### config.mk
export PLATFORM = sky130hd
export DESIGN_NAME = song_sequencer
export DESIGN_NICKNAME = d
export VERILOG_FILES = /design/src/rtl/song_sequencer.sv
export SDC_FILE = /design/constraint.sdc
export NUM_CORES = 1
export LEC_CHECK = 0
export ABC_AREA = 1
export BUFFER_PORTS_ARGS = -buffer_cell sky130_fd_sc_hd__buf_2
export CAP_MARGIN = 30
export CORE_MARGIN = 1
export CORE_UTILIZATION = 30
export CTS_CLUSTER_SIZE = 16
export DETAILED_ROUTE_END_ITERATION = 7
export GPL_ROUTABILITY_DRIVEN = 0
export SYNTH_ARGS = -nofsm -noshare
export SYNTH_HDL_FRONTEND = slang
export SYNTH_SLANG_ARGS = --single-unit
### constraint.sdc
create_clock -name clk -period 2.1 [get_ports clk]
set_input_delay 0.21 -clock clk [delete_from_list [all_inputs] [get_ports clk]]
set_output_delay 0.21 -clock clk [all_outputs]
set_load 0.01 [all_outputs]
### src/rtl/song_sequencer.sv
// Song ROM walker feeding the note player: fetch {note, duration}, pulse new_note, wait for done.
// Optional SONG_LOOP_EN: end of song restarts at entry 0 instead of stopping in DONE.
module song_sequencer #(
   parameter int unsigned NOTE_W = 6,
   parameter int unsigned DUR_W  = 6,
   parameter int unsigned SONG_W = 2,
   parameter int unsigned IDX_W  = 5
) (
   input  logic                     clk,
   input  logic                     reset_n,
   input  logic                     play,
   input  logic [SONG_W-1:0]        song_sel,
   input  logic                     new_song,
   input  logic                     note_done,
   output logic [SONG_W+IDX_W-1:0]  rom_addr,
   input  logic [NOTE_W+DUR_W-1:0]  rom_data,
   output logic [NOTE_W-1:0]        note_out,
   output logic [DUR_W-1:0]         duration_out,
   output logic                     new_note,
   output logic                     song_done
);

   typedef enum logic [2:0] {
      StIdle, StFetch, StWaitRom, StLoad, StPlaying, StAdvance, StDone
   } state_e;

   localparam logic [IDX_W-1:0] LastIdx = '1;
   localparam logic [IDX_W-1:0] IdxOne  = {{(IDX_W-1){1'b0}}, 1'b1};

   state_e              state_q, state_d;
   logic [SONG_W-1:0]   song_q, song_d;
   logic [IDX_W-1:0]    idx_q, idx_d;
   logic [NOTE_W-1:0]   note_q, note_d;
   logic [DUR_W-1:0]    dur_q, dur_d;
   logic                blank_q, blank_d;
   logic                song_done_q, song_done_d;

   logic [NOTE_W-1:0]   rom_note;
   logic [DUR_W-1:0]    rom_dur;
   logic                active;
   logic                end_marker;
   logic                last_entry;
   logic                end_evt;

   assign rom_note   = rom_data[NOTE_W+DUR_W-1:DUR_W];
   assign rom_dur    = rom_data[DUR_W-1:0];
   // new_song takes priority over everything; play=0 freezes all other progress
   assign active     = play && !new_song;
   assign end_marker = (state_q == StWaitRom) && (rom_dur == '0);
   assign last_entry = (state_q == StAdvance) && (idx_q == LastIdx);
   assign end_evt    = active && (end_marker || last_entry);

   // State register
   always_ff @(posedge clk or negedge reset_n) begin
      if (!reset_n) begin
         state_q <= StIdle;
      end else begin
         state_q <= state_d;
      end
   end

   // Next-state logic
   always_comb begin
      state_d = state_q;
      if (new_song) begin
         state_d = StFetch;
      end else if (play) begin
         unique case (state_q)
            StIdle:    state_d = StIdle;
            StFetch:   state_d = StWaitRom;
`ifdef SONG_LOOP_EN
            StWaitRom: state_d = end_marker ? StFetch : StLoad;
`else
            StWaitRom: state_d = end_marker ? StDone : StLoad;
`endif
            StLoad:    state_d = StPlaying;
            // Player done is still high from the previous note during the blank cycle
            StPlaying: state_d = (!blank_q && note_done) ? StAdvance : StPlaying;
`ifdef SONG_LOOP_EN
            StAdvance: state_d = StFetch;
`else
            StAdvance: state_d = last_entry ? StDone : StFetch;
`endif
            StDone:    state_d = StDone;
            default:   state_d = StIdle;
         endcase
      end
   end

   // Output logic
   always_comb begin
      new_note = 1'b0;
      if (state_q == StLoad) begin
         new_note = active;
      end
   end

   // Datapath next-state
   always_comb begin
      song_d  = song_q;
      idx_d   = idx_q;
      note_d  = note_q;
      dur_d   = dur_q;
      blank_d = blank_q;
      if (new_song) begin
         song_d  = song_sel;
         idx_d   = '0;
         blank_d = 1'b0;
      end else if (active) begin
         if (state_q == StWaitRom) begin
            note_d = rom_note;
            dur_d  = rom_dur;
         end
         if (state_q == StLoad) begin
            blank_d = 1'b1;
         end
         if (state_q == StPlaying) begin
            blank_d = 1'b0;
         end
         if ((state_q == StAdvance) && !last_entry) begin
            idx_d = idx_q + IdxOne;
         end
`ifdef SONG_LOOP_EN
         if (end_evt) begin
            idx_d = '0;
         end
`endif
      end
   end

`ifdef SONG_LOOP_EN
   // One-cycle pulse per loop; new_song suppresses end_evt so it also clears the flag
   assign song_done_d = end_evt;
`else
   assign song_done_d = new_song ? 1'b0 : (song_done_q || end_evt);
`endif

   always_ff @(posedge clk or negedge reset_n) begin
      if (!reset_n) begin
         song_q      <= '0;
         idx_q       <= '0;
         note_q      <= '0;
         dur_q       <= '0;
         blank_q     <= 1'b0;
         song_done_q <= 1'b0;
      end else begin
         song_q      <= song_d;
         idx_q       <= idx_d;
         note_q      <= note_d;
         dur_q       <= dur_d;
         blank_q     <= blank_d;
         song_done_q <= song_done_d;
      end
   end

   assign rom_addr     = {song_q, idx_q};
   assign note_out     = note_q;
   assign duration_out = dur_q;
   assign song_done    = song_done_q;

endmodule

==> run summary <==
Remaining DRCs - 0
Top area cells in the synthesized netlist - sky130_fd_sc_hd__dfrtp_1, sky130_fd_sc_hd__nand2_1, sky130_fd_sc_hd__nand3_1, sky130_fd_sc_hd__buf_6, sky130_fd_sc_hd__nor2_1
Final max-slew violation count - 0
#FFs+latches synth - 24
Starting DRC count in detailed routing - 42
Final setup violating endpoints - 0
Post-route setup slack - 509 ps
Slew HR - 63.4%
Final critical delay including setup and external delays - 1590 ps
# diodes - 0
Count of input and output buffers - 39
Fraction of synthesis flops using an asynchronous set or reset pin - 100%
Fraction of the cycle the final worst path needs - 75.8%
Worst Hold Slack - 138 ps
Net count after synthesis - 170
Number of standard-cell rows in the floorplan - 23
Post-DP HPWL - 1.87 mm
Die area - 0.00446 sq mm
Total routing resource utilization after global routing - 13.2%
Area share of the largest cell type after synthesis - 47.7%
Setup repair after global routing missed its margin - no
Number of buffers inserted during clock tree synthesis - 3
Clock tree skew after final layout - 0.967 ps
Total internal power - 0.897 mW
Cell count after synthesis - 149
Critical path, cell by cell - ha_1, and3_1, ha_1, nor2_4, nand2_4, nand2_2, nand3_1, nand2_1
Type of element launching the critical path - flip-flop
Vias after detailed routing - 1072
Switching Power - 0.350 mW
1st-pass router iterations - 4
Count of nets after finishing - 211
Area of all placed cells without fillers - 0.00155 sq mm
Dpl cell area - 0.00147 sq mm
Worst path most repeated cell - sky130_fd_sc_hd__ha_1
Cell area after synthesis - 0.00126 sq mm
Sinks on the clock net - 24
Vertical die dimension - 66.8 um
Clock root cell - sky130_fd_sc_hd__clkbuf_8
Most repeated cell in the gate-level netlist after synthesis - sky130_fd_sc_hd__nand2_1
TritonCTS clock tree - yes
Fmax - 0.628 GHz
Synth unique cells - 20
Worst slack at placement - 530 ps
Proportion of layout cells with a drive suffix above 1 - 29.6%
Number of top-level pins - 40
Final core utilization - 38.8%
Clock latency on the worst-skew pair - 270 ps
Critical Path Fanout Max - 5
Outcome - finished clean
Via density - 4.49
Top_reg_cell synth - sky130_fd_sc_hd__dfrtp_1
Leading cell types by count after synthesis - sky130_fd_sc_hd__nand2_1, sky130_fd_sc_hd__dfrtp_1, sky130_fd_sc_hd__nand3_1
Sum of negative setup slack - 0 ps
Number of warnings reported in the yosys synthesis log - 0
Avg Synthesized Cell Area - 8.45 sq um
Area of the placeable core - 0.00400 sq mm
Average detailed-routed wire length per instance - 10.9 um
Final hold vios - 0
First-pass GRT wire length - 4.44 mm
Type of the tightest min-delay check - in2reg
Initial antenna violation count - 0
Filler Cells Inserted - 421
Number of gates resized after cts - 0
Part of the power in registers - 46.7%
Overall power consumption - 1.25 mW
Transition at the pin with the smallest max-transition slack - 549 ps
Proportion of power drawn by the clock network - 32.8%
Number of non-filler instances in the completed layout - 239
Arrival time at the worst endpoint - 1810 ps
Placed instance count - 234
Slowest stage delay, CP - 430 ps
H-tree depth - 1
Data required time at the worst endpoint - 2310 ps
Top cell type by total area after synthesis - sky130_fd_sc_hd__dfrtp_1
Synth-to-Final Area Change - 23.4%
Part of the Yosys area used for sequential elements - 47.7%
Crit Path Category - reg2reg
Die extent in x - 66.8 um
Number of enable-type register cells in the synthesized netlist - 0
Total wirelength of the detailed-routed design - 2.61 mm
Crit-path slowest cell - sky130_fd_sc_hd__dfrtp_1
Number of buffers on the longest clock path - 2
Crit path capture type - flip-flop
Fraction of power spent switching nets - 28.1%
Largest net degree at the start of global routing - 25
Combinational share of power - 20.5%
MaxCap Viol Count - 0
Power Dens Cells - 803 mW/mm^2
Leak - 0.944 nW
Effective utilization at floorplan - 31.5%
Max IR drop VDD - 391 uV
Remaining global-route overflow - 0
Clock transition at path regs - 90 ps
Detail Route Antenna Nets - 0
Via count of the first global-routing pass - 974
cells in the final DEF, fill, tap and decap left out:
cell type                       count
sky130_fd_sc_hd__o211ai_1           2
sky130_fd_sc_hd__nand2_2            1
sky130_fd_sc_hd__a21oi_1            2
sky130_fd_sc_hd__nor2_8             2
sky130_fd_sc_hd__inv_1              5
sky130_fd_sc_hd__inv_2              4
sky130_fd_sc_hd__nand3_2            1
sky130_fd_sc_hd__nor2_1            12
sky130_fd_sc_hd__ha_1               2
sky130_fd_sc_hd__nand2_4            3
sky130_fd_sc_hd__nand4_1            1
sky130_fd_sc_hd__bufinv_16          1
sky130_fd_sc_hd__clkbuf_8           3
sky130_fd_sc_hd__nand3_1           24
sky130_fd_sc_hd__bufinv_8           1
sky130_fd_sc_hd__and3_1             1
sky130_fd_sc_hd__nor2_4             1
sky130_fd_sc_hd__xor2_1             2
sky130_fd_sc_hd__o21ai_1            1
sky130_fd_sc_hd__nand2_1           56
sky130_fd_sc_hd__buf_2             39
sky130_fd_sc_hd__dfrtp_1           24
sky130_fd_sc_hd__dlygate4sd3_1      1
kinds of logic after synthesis:
group | count (synthesis) | synth area share [%]
AO/OA/AOI/OAI | 5 | 2.38
XOR/XNOR | 2 | 1.39
adder cells (fa/ha/maj) | 2 | 1.99
buffers and inverters | 14 | 7.65
flip-flops | 24 | 47.7
AND/OR/NAND/NOR | 102 | 38.9
worst max-delay path: cells and delay by family (launching register included):
family                     cells  cell delay, ps
and+or+nand+nor                6             650
adders and majority gates      2             460
DFF                            1             430
power groups by stage:
stage | registers (mW) | logic (mW) | clock network, mW
6_report | 0.582 | 0.255 | 0.410
5_1_grt | 0.595 | 0.296 | 0.431
4_1_cts | 0.583 | 0.262 | 0.420
3_5_place_dp | 0.592 | 0.260 | 0
3_3_place_gp | 0.588 | 0.261 | 0
2_1_floorplan | 0.622 | 0.113 | 0
area by class of cell:
class                   instances  area (sq um)  share of cell area (%)
multi-input cells             111           562                    36.2
flip-flops and latches         24           601                    38.7
repair buffers                 40           205                    13.2
well taps                      50          62.6                    4.03
clock inverters                 1          30.0                    1.93
inverters                      10          51.3                    3.30
clock buffers                   3          41.3                    2.66
per-layer routing:
metal / global-route usage (%) / part of all wire (%)
met3: 3.94 / 3.7
met5: 0 / 0
met4: 3.99 / 0.84
met1: 16.7 / 46
met2: 21.3 / 50
path summary, 6_finish.rpt:
check | startpoint | to | slack, ps | cells after the start
max in group asynchronous | reset_n | idx_q[3] | 1290 | 2
min reg2reg | note_out[2] | note_out[2] | 470 | 2
min | song_sel[1] | song_q[1] | 140 | 3
min in group asynchronous | reset_n | duration_out[0] | 450 | 2
max reg2reg | idx_q[0] | idx_q[2] | 510 | 8
max | idx_q[0] | idx_q[2] | 510 | 8
registers in the layout (all words and copies together) (netlist names):
signal	count
song_q	2
blank_q	1
state_q	3
song_done	1
idx_q	5
note_out	6
duration_out	6
repair_timing:
item / 4_1_cts / 5_1_grt
hold buffers: 1 / 0
endpoints found under the hold margin: 24 / 0
setup buffers: 0 / 0
Power figures use the tool's default switching activity.
